--- config.mk ---
export PLATFORM = sky130hd
export DESIGN_NAME = tri_skew_feeder
export DESIGN_NICKNAME = d
export VERILOG_FILES = /design/src/rtl/tri_pkg.sv /design/src/rtl/tri_skew_feeder_skew_lane.sv /design/src/rtl/tri_skew_feeder.sv
export SDC_FILE = /design/constraint.sdc
export NUM_CORES = 2
export LEC_CHECK = 0
export ABC_CLOCK_PERIOD_IN_PS = 2160
export CORE_UTILIZATION = 50
export DETAILED_ROUTE_END_ITERATION = 10
export PLACE_DENSITY = 0.73
export SLEW_MARGIN = 20
export SYNTH_ARGS = -nofsm -noshare
export SYNTH_HDL_FRONTEND = slang
export SYNTH_HIERARCHICAL = 1
export SYNTH_SLANG_ARGS = --single-unit
--- constraint.sdc ---
create_clock -name clk -period 2.16 [get_ports clk]
set_clock_uncertainty 0.1 [all_clocks]
set_input_delay 0.54 -clock clk [delete_from_list [all_inputs] [get_ports clk]]
set_output_delay 0.54 -clock clk [all_outputs]
set_load 0.05 [all_outputs]
--- src/rtl/tri_pkg.sv ---
// Shared types and default geometry for the triangular skew feeder.
package tri_pkg;

  localparam int DEF_BIT_WIDTH  = 32;
  localparam int DEF_TRI_LENGTH = 16;

  typedef enum logic [1:0] {
    IDLE   = 2'd0,
    STREAM = 2'd1,
    DRAIN  = 2'd2
  } state_e;

endpackage

--- src/rtl/tri_skew_feeder_skew_lane.sv ---
// One lane of the skew: enable and data delayed together by DEPTH cycles,
// with data forced to zero whenever enable is low.
module skew_lane #(
  parameter int DATA_WIDTH = 32,
  parameter int DEPTH      = 1
) (
  input  logic                  clk,
  input  logic                  rstn,
  input  logic                  en_i,
  input  logic [DATA_WIDTH-1:0] data_i,
  output logic                  en_o,
  output logic [DATA_WIDTH-1:0] data_o
);

  logic [DEPTH-1:0]                 en_q;
  logic [DEPTH-1:0][DATA_WIDTH-1:0] data_q;

  // NOTE: every delay stage is reset, so a reset mid-tile flushes in-flight
  // elements instead of letting them emerge after release.
  always_ff @(posedge clk or negedge rstn) begin
    if (!rstn) begin
      en_q   <= '0;
      data_q <= '0;
    end else begin
      en_q[0]   <= en_i;
      data_q[0] <= en_i ? data_i : '0;
      for (int k = 1; k < DEPTH; k++) begin
        en_q[k]   <= en_q[k-1];
        data_q[k] <= data_q[k-1];
      end
    end
  end

  assign en_o   = en_q[DEPTH-1];
  assign data_o = data_q[DEPTH-1];

endmodule

--- src/rtl/tri_skew_feeder.sv ---
// Turns one unskewed row vector per accept into a diagonal wavefront:
// lane i emits its element i+1 cycles after the accept. Tiles end on in_last.
module tri_skew_feeder
  import tri_pkg::*;
#(
  parameter int BIT_WIDTH  = DEF_BIT_WIDTH,
  parameter int TRI_LENGTH = DEF_TRI_LENGTH
) (
  input  logic                                 clk,
  input  logic                                 rstn,
  input  logic                                 in_valid,
  output logic                                 in_ready,
  input  logic                                 in_last,
  input  logic [TRI_LENGTH-1:0][BIT_WIDTH-1:0] in_data,
  output logic [TRI_LENGTH-1:0]                enable_out,
  output logic [TRI_LENGTH-1:0][BIT_WIDTH-1:0] data_out,
  output logic                                 busy,
  output logic                                 done
);

  localparam int               CNT_W    = (TRI_LENGTH > 1) ? $clog2(TRI_LENGTH) : 1;
  localparam logic [CNT_W-1:0] CNT_LOAD = CNT_W'(TRI_LENGTH - 1);
  localparam logic [CNT_W-1:0] CNT_LAST = CNT_W'(1);

  state_e           state_q;
  logic [CNT_W-1:0] cnt_q;
  logic             ready_q;
  logic             done_q;
  logic             accept;

  assign accept = in_valid && ready_q;

  // NOTE: sequential state uses non-blocking assignments so every register
  // samples pre-edge values regardless of statement order.
  always_ff @(posedge clk or negedge rstn) begin
    if (!rstn) begin
      state_q <= IDLE;
      cnt_q   <= '0;
      ready_q <= 1'b0;
      done_q  <= 1'b0;
    end else begin
      done_q  <= 1'b0;
      ready_q <= 1'b1;
      case (state_q)
        IDLE, STREAM: begin
          if (accept) begin
            if (!in_last) begin
              state_q <= STREAM;
            end else if (TRI_LENGTH == 1) begin
              state_q <= IDLE;
              done_q  <= 1'b1;
            end else begin
              state_q <= DRAIN;
              cnt_q   <= CNT_LOAD;
              ready_q <= 1'b0;
            end
          end
        end
        DRAIN: begin
          cnt_q <= cnt_q - CNT_LAST;
          // The last lane's final element lands in the cycle after count 1.
          if (cnt_q == CNT_LAST) begin
            state_q <= IDLE;
            done_q  <= 1'b1;
          end else begin
            ready_q <= 1'b0;
          end
        end
        default: begin
          state_q <= IDLE;
        end
      endcase
    end
  end

  assign in_ready = ready_q;
  assign busy     = (state_q != IDLE);
  assign done     = done_q;

  for (genvar i = 0; i < TRI_LENGTH; i++) begin : g_lane
    skew_lane #(
      .DATA_WIDTH(BIT_WIDTH),
      .DEPTH     (i + 1)
    ) u_lane (
      .clk   (clk),
      .rstn  (rstn),
      .en_i  (accept),
      .data_i(in_data[i]),
      .en_o  (enable_out[i]),
      .data_o(data_out[i])
    );
  end

endmodule

# After elaboration in Yosys (flattened, before gate mapping)
# Index checks and enable logic that the tools add are counted.
[totals]
output_inout_bits = 531
ff_bits = 4496
inputBits = 516
word_cells = 198
[op_classes]
n_addsub = 1
n_mux = 28
n_eq_ne = 6
reduce_logical = 7
[ops]
columns = ["cell", "n"]
rows = [
  ["2-to-1 mux 32 bit", 16],
  ["2-to-1 mux 4 bit", 2],
  ["one-hot mux 4 bit (2 select lines)", 1],
  ["2-to-1 mux 2 bit", 3],
  ["== test 4 x 1 -> 1 bit, second input constant", 1],
  ["2-to-1 mux 1 bit", 4],
  ["inequality test 2 bit, second input constant", 2],
  ["one-hot mux 2 bit (2 select lines)", 1],
  ["nonzero test 2 bit", 2],
  ["subtractor 4 x 1 -> 4 bit, second input constant", 1],
  ["AND reduction 3 bit", 1],
  ["== test 2 x 1 -> 1 bit, second input constant", 1],
  ["== test 2 bit, second input constant", 1],
  ["logical NOT 2 bit", 1],
  ["inequality test 2 x 1 -> 1 bit, second input constant", 1],
  ["one-hot mux 1 bit (2 select lines)", 1],
  ["AND reduction 2 bit", 1],
  ["OR reduction 2 bit", 1],
  ["logical AND 1 bit", 1],
]

# Logic depth before layout (Yosys ltp)
[logic_depth]
ltp_word = 4
depth_mapped = 4
depth_no_buf = 4

# Hierarchy
# Netlist, hierarchy kept.
[modules_own_cells]
columns = ["module", "cells_each", "area_each_um2", "seq_area_each_um2", "instances"]
rows = [
  ["skew_lane at g_lane[15].u_lane", 595, 13708.1, 13212.7, 1],
  ["skew_lane at g_lane[14].u_lane", 562, 12882.4, 12386.9, 1],
  ["skew_lane at g_lane[13].u_lane", 529, 12056.6, 11561.1, 1],
  ["skew_lane at g_lane[12].u_lane", 496, 11230.8, 10735.3, 1],
  ["skew_lane at g_lane[11].u_lane", 463, 10405.0, 9909.5, 1],
  ["skew_lane at g_lane[10].u_lane", 430, 9579.2, 9083.7, 1],
  ["skew_lane at g_lane[9].u_lane", 397, 8753.4, 8257.9, 1],
  ["skew_lane at g_lane[8].u_lane", 364, 7927.6, 7432.1, 1],
  ["skew_lane at g_lane[7].u_lane", 331, 7101.8, 6606.3, 1],
  ["skew_lane at g_lane[6].u_lane", 298, 6276.0, 5780.5, 1],
  ["skew_lane at g_lane[5].u_lane", 265, 5450.2, 4954.8, 1],
  ["skew_lane at g_lane[4].u_lane", 232, 4624.4, 4129.0, 1],
  ["skew_lane at g_lane[3].u_lane", 199, 3798.6, 3303.2, 1],
  ["skew_lane at g_lane[2].u_lane", 166, 2972.9, 2477.4, 1],
  ["3 more rows", "n/a", "n/a", "n/a", "n/a"],
]

# Worst setup path after synthesis
# No wires, ideal clock.
[synth_path]
path_type = "register -> register"
start = "reg ready_q (netlist: in_ready)"
end = "reg g_lane[0].u_lane.data_q, in the netlist g_lane[0].u_lane/data_o[0]"
setup_time_ps = 64
path_buffers = 1
arrival_ps = 2570
required_ps = 1996
synth_period_minus_slack_ps = 2734
setup_slack_ps = -574
stages_incl_launch_ff = 4
path_cell_list = "dfrtp_1 and2_1 clkbuf_2 and2_2"
[synth_via]
elab_chain_cells = 2
[synth_rtl]
columns = ["element", "line", "source"]
rows = [
  ["from (decl)", "tri_skew_feeder.sv:27", "logic ready_q;"],
  ["from (signal assigned)", "tri_skew_feeder.sv:39", "ready_q <= 1'b0;"],
  ["from (signal assigned)", "tri_skew_feeder.sv:43", "ready_q <= 1'b1;"],
  ["from (signal assigned)", "tri_skew_feeder.sv:55", "ready_q <= 1'b0;"],
  ["logical AND 1 bit", "tri_skew_feeder.sv:31", "assign accept = in_valid && ready_q;"],
  ["via accept", "tri_skew_feeder.sv:29", "logic accept;"],
  ["2-to-1 mux 32 bit", "tri_skew_feeder_skew_lane.sv:26", "data_q[0] <= en_i ? data_i : '0;"],
  ["to (signal, indexed assignment)", "tri_skew_feeder_skew_lane.sv:29", "data_q[k] <= data_q[k-1];"],
  ["to (decl)", "tri_skew_feeder_skew_lane.sv:16", "logic [DEPTH-1:0][DATA_WIDTH-1:0] data_q;"],
]
# The timed path passes the listed nets, and every way through them passes these cells.
# A chain may end at the register's enable or synchronous reset.

# Final worst setup path
[layout_path]
start = "reg state_q[0]"
end = "out busy"
[layout_via]
elab_chain_cells = 1
[layout_rtl]
columns = ["element", "line", "source"]
rows = [
  ["from (decl)", "tri_skew_feeder.sv:25", "state_e state_q;"],
  ["from (signal assigned)", "tri_skew_feeder.sv:37", "state_q <= IDLE;"],
  ["from (signal assigned)", "tri_skew_feeder.sv:48", "state_q <= STREAM;"],
  ["from (signal assigned)", "tri_skew_feeder.sv:50", "state_q <= IDLE;"],
  ["nonzero test 2 bit", "tri_skew_feeder.sv:77", "assign busy = (state_q != IDLE);"],
  ["to (decl)", "tri_skew_feeder.sv:17", "output logic busy,"],
]
# Every way passes these cells.

==> metrics.md <==
| Metric | Value |
|---|---|
| Total setup violations reported at the end of the flow | between 200 and 250 |
| Pre-antenna DRT Iters | 5 |
| Most area-hungry cell type in the Yosys netlist | sky130_fd_sc_hd__dfrtp_1 |
| Num rows | 179 |
| Maximum clock frequency | 416 MHz |
| Global Route met1 Usage | 0.257 |
| Standard cell with the maximum stage delay on the critical path | sky130_fd_sc_hd__dfrtp_1 |
| Worst hold path startpoint | in_data[228] |
| Adder-cell share of the synthesized area | 0.000208 |
| Count of flip-flops with a built-in enable after synthesis | 0 |
| Mux contribution to synthesized area | 0.0000831 |
| Crit-path max FO | 2 |
| Fin. Hold Viols | 0 |
| Number of distinct library cells after synthesis | 22 |
| Number of storage elements in the synthesis netlist | 4496 |
| Vias in the first global route | 57700 |
| Worst setup slack for register-to-register paths | 0.44 ns |
| Area share of and/or/nand/nor cells after synthesis | 0.0327 |
| Violations in the final reports | negative setup slack |
| All-Layer GR Usage | 0.225 |
| Vertical die dimension | 493 um |
| Wirelength per Cell | 25.3 um |
| # IOs | approximately 1000 |
| Post-synthesis average cell area | ~22 sq um |
| Cells along the critical path | or2_4 -> buf_8 |
| Global placer's final weighted congestion | 0.870 |
| Area of the multi-input gates | 4020 sq um |
| Die area | 243000 sq um |
| Filler Cell Count | 14700 |
| Vias/cell | approximately 4.6 |
| Main combinational cell family by area after synthesis | simple AND/OR/NAND/NOR gates |
| Highest cell delay on the worst timing path | approximately 0.40 ns |
| Worst hold path endpoint | g_lane[7].u_lane/data_q[4] |
| Clk sinks | 4496 |
| Area fraction in compound gates after synthesis | 0.000364 |
| Post-layout utilization of the core | 0.630 |
| Xor/xnor share of the synthesized area | 0 |
| Final worst path period need | between 2 and 2.5 ns |
| Most common cell in the synthesized netlist | sky130_fd_sc_hd__dfrtp_1 |
| Transition time at the pin with the least slew margin | 0.815 ns |
| DP Cell Count | 9454 |
| Peak supply drop | 0.922 mV |
| Critical Path Sink Type | primary output |
| Synth Cell Area | approximately 120000 sq um |
| Clock root cell | sky130_fd_sc_hd__clkbuf_16 |
| Sequential share of the synthesized area | 0.934 |
| Antenna violations before repair | 96 |
| YS warnings | 6 |
| Number of clock buffers inserted by TritonCTS | between 400 and 500 |
| Launching element type of the critical path | flop |
| First-pass GRT wire length | 392 mm |
| Clock network latency to the later pin of the worst-skew pair | between 0.9 and 1 ns |
| Power density over cell area | 1280 nW/um^2 |
| Number of buffers and inverters on the critical path | 1 |
| Relative max-transition margin | 0.457 |
| Worst reg2reg endpoint | g_lane[1].u_lane/data_q[19] |
| Status | finished with violations |
| Final Max Slew Viols | 0 |
| Core footprint | around 240000 sq um |
| Clock tree from TritonCTS | built |
| Critical R2R Launch | in_ready |
| Final ANT Viol Nets | 0 |
| Cells on worst reg2reg path | 5 |
| # Max-Cap Violations | 0 |
| Dominant synthesized flop cell | sky130_fd_sc_hd__dfrtp_1 |
| Crit Path Category | flop to primary output |
| Met3 track utilization from global routing | 0.0647 |
| Largest net degree at the start of global routing | 133 |
| Routed vias | 47800 |
| Crit path setup slack, layout | -0.245 ns |
| Longest Clk Path Bufs | 4 |
| Most congested layer reported by global routing | met2 |
| DRC violation count after routing | 0 |
| Die W | 493 um |
| Clock slew seen by the registers of the worst setup and hold paths | 0.10 ns |
| Gate family responsible for the most delay along the worst path | flip-flops |
| Final cell count without fillers | 10500 |
| HPWL reported at the end of detailed placement | 138 mm |
| Starting density of the core | 0.505 |
| Share of the synthesized area in the top cell type | 0.934 |
| Number of nets in the synthesized netlist | between 6000 and 7000 |
| Hold Crit Class | primary input to flop |
| Overflow after GRT | 0 |
| Proportion of layout cells with a drive suffix above 1 | 0.265 |
| Fraction of registers with async set/reset | 1.00 |
| List of most frequent post-synthesis cells | sky130_fd_sc_hd__dfrtp_1 (4496), sky130_fd_sc_hd__and2_2 (512), sky130_fd_sc_hd__buf_4 (480) |
| Final net count | 7434 |
| Synthesis-to-finish area growth | 24.9% |
| Unrepaired setup endpoints after global routing | true |
| Leakage power total | ~76 nW |
| Count of cells along the worst hold path | 2 |
| Total wire length | 265 mm |
| Sequential cell area | 113000 sq um |
| Largest cells by area after synthesis | sky130_fd_sc_hd__dfrtp_1 (93%), sky130_fd_sc_hd__and2_2 (3.2%), sky130_fd_sc_hd__buf_4 (3.0%) |
| Tcrit/Tclk final | 1.11 |
| PortBufs | 1046 |
| Synthesized netlist cell count | 5564 |
| Met2 global-route usage | 0.385 |
| Required time of the critical path | 1.52 ns |
| Number of design-rule violations left by the first detailed-router iteration | 2931 |
| Final-layout worst hold slack | 0.0757 ns |
| H-tree depth reported by CTS | 5 |
| Data arrival time of the critical path | 1.77 ns |
## power by group
group	switching, mW	internal (mW)
combinational	10.2	5.58
clock	31.9	42.9
sequential	5.15	96.4
## cell type report
class | count | area share
Tap cell | 3167 | 0.0264
Clock inverter | 118 | 0.00984
Timing Repair Buffer | 1458 | 0.105
Inverter | 2 | 0.0000499
Antenna cell | 49 | 0.000815
Clock buffer | 625 | 0.0824
Multi-Input combinational cell | 536 | 0.0267
Sequential cell | 4496 | 0.748
## cells by family (layout without fill, tap and decap cells)
group / after synthesis / count (layout)
other cells: 0 / 49
fa+ha+maj: 2 / 2
flops: 4496 / 4496
simple gates: 526 / 526
mux: 1 / 1
buf+inv: 532 / 2203
compound gates: 7 / 7
## worst register-to-register path, cell delays in order (launching register included)
cell and delay [ns]:
sky130_fd_sc_hd__dfrtp_1 0.38, sky130_fd_sc_hd__buf_4 0.13, sky130_fd_sc_hd__and2_4 0.17, sky130_fd_sc_hd__buf_12 0.22, sky130_fd_sc_hd__buf_4 0.41, sky130_fd_sc_hd__and2_2 0.24
## state kept, by name, indices dropped and copies added, names as in the netlist
| signal | flops |
|---|---|
| g_lane.u_lane/data_q | 3840 |
| g_lane.u_lane/data_o | 512 |
| g_lane.u_lane/en_q | 135 |
| cnt_q | 4 |
| state_q | 2 |
| done | 1 |
| g_lane.u_lane/en_o | 1 |
| in_ready | 1 |
## per-stage QoR
step | setup TNS (ns) | total power, mW | worst slack, ns | cell area, sq um
global route | -39.11 | 199 | -0.324 | 150000
finish | -5.82 | 192 | -0.245 | 150000
CTS | -50.82 | 194 | -0.318 | 150000
detailed placement | -0.0209 | 116 | -0.0157 | 133000
global placement | 0 | 115 | 0.0368 | 133000
floorplan | 0 | 109 | 0.0647 | 120000
## placed cells by master, fill, tap and decap left out, types with 5 or more instances in the layout
master | netlist | routed
sky130_fd_sc_hd__dfrtp_1 | 4496 | 4481
sky130_fd_sc_hd__buf_6 | 2 | 526
sky130_fd_sc_hd__clkdlybuf4s50_1 | 0 | 514
sky130_fd_sc_hd__and2_2 | 512 | 512
sky130_fd_sc_hd__clkbuf_16 | 0 | 425
sky130_fd_sc_hd__dlygate4sd3_1 | 0 | 201
sky130_fd_sc_hd__buf_4 | 480 | 124
sky130_fd_sc_hd__clkbuf_8 | 0 | 100
sky130_fd_sc_hd__clkbuf_1 | 0 | 100
sky130_fd_sc_hd__buf_12 | 0 | 88
sky130_fd_sc_hd__clkinv_2 | 0 | 61
sky130_fd_sc_hd__diode_2 | 0 | 49
sky130_fd_sc_hd__bufinv_16 | 0 | 27
sky130_fd_sc_hd__dfrtp_2 | 0 | 15
sky130_fd_sc_hd__clkinvlp_4 | 0 | 11
sky130_fd_sc_hd__inv_6 | 0 | 9
sky130_fd_sc_hd__inv_16 | 0 | 5
## what timing repair did
action | in CTS | in global routing
setup endpoints to repair | 531 | 523
endpoints found under the hold margin | 1856 | 1
gates resized for setup | 2144 | 5
hold buffers | 200 | 1
setup buffers | 3 | 1
## worst max path at each step
stage,from,end,cells past startpoint
after floorplan,in_ready,g_lane[0].u_lane/data_o[0],3
after global placement,in_valid,g_lane[1].u_lane/data_q[1],5
after detailed placement,in_valid,g_lane[1].u_lane/data_q[14],5
after CTS,state_q[0],busy,2
after global routing,state_q[0],busy,2
final,state_q[0],busy,2
## layer usage
layer | up-vias | part of all wire
li1 | 19400 | -
met1 | 26300 | 0.35
met2 | 1408 | 0.53
met3 | 589 | 0.067
met4 | 50 | 0.054
met5 | - | 0.0013
Power figures use the tool's default switching activity.
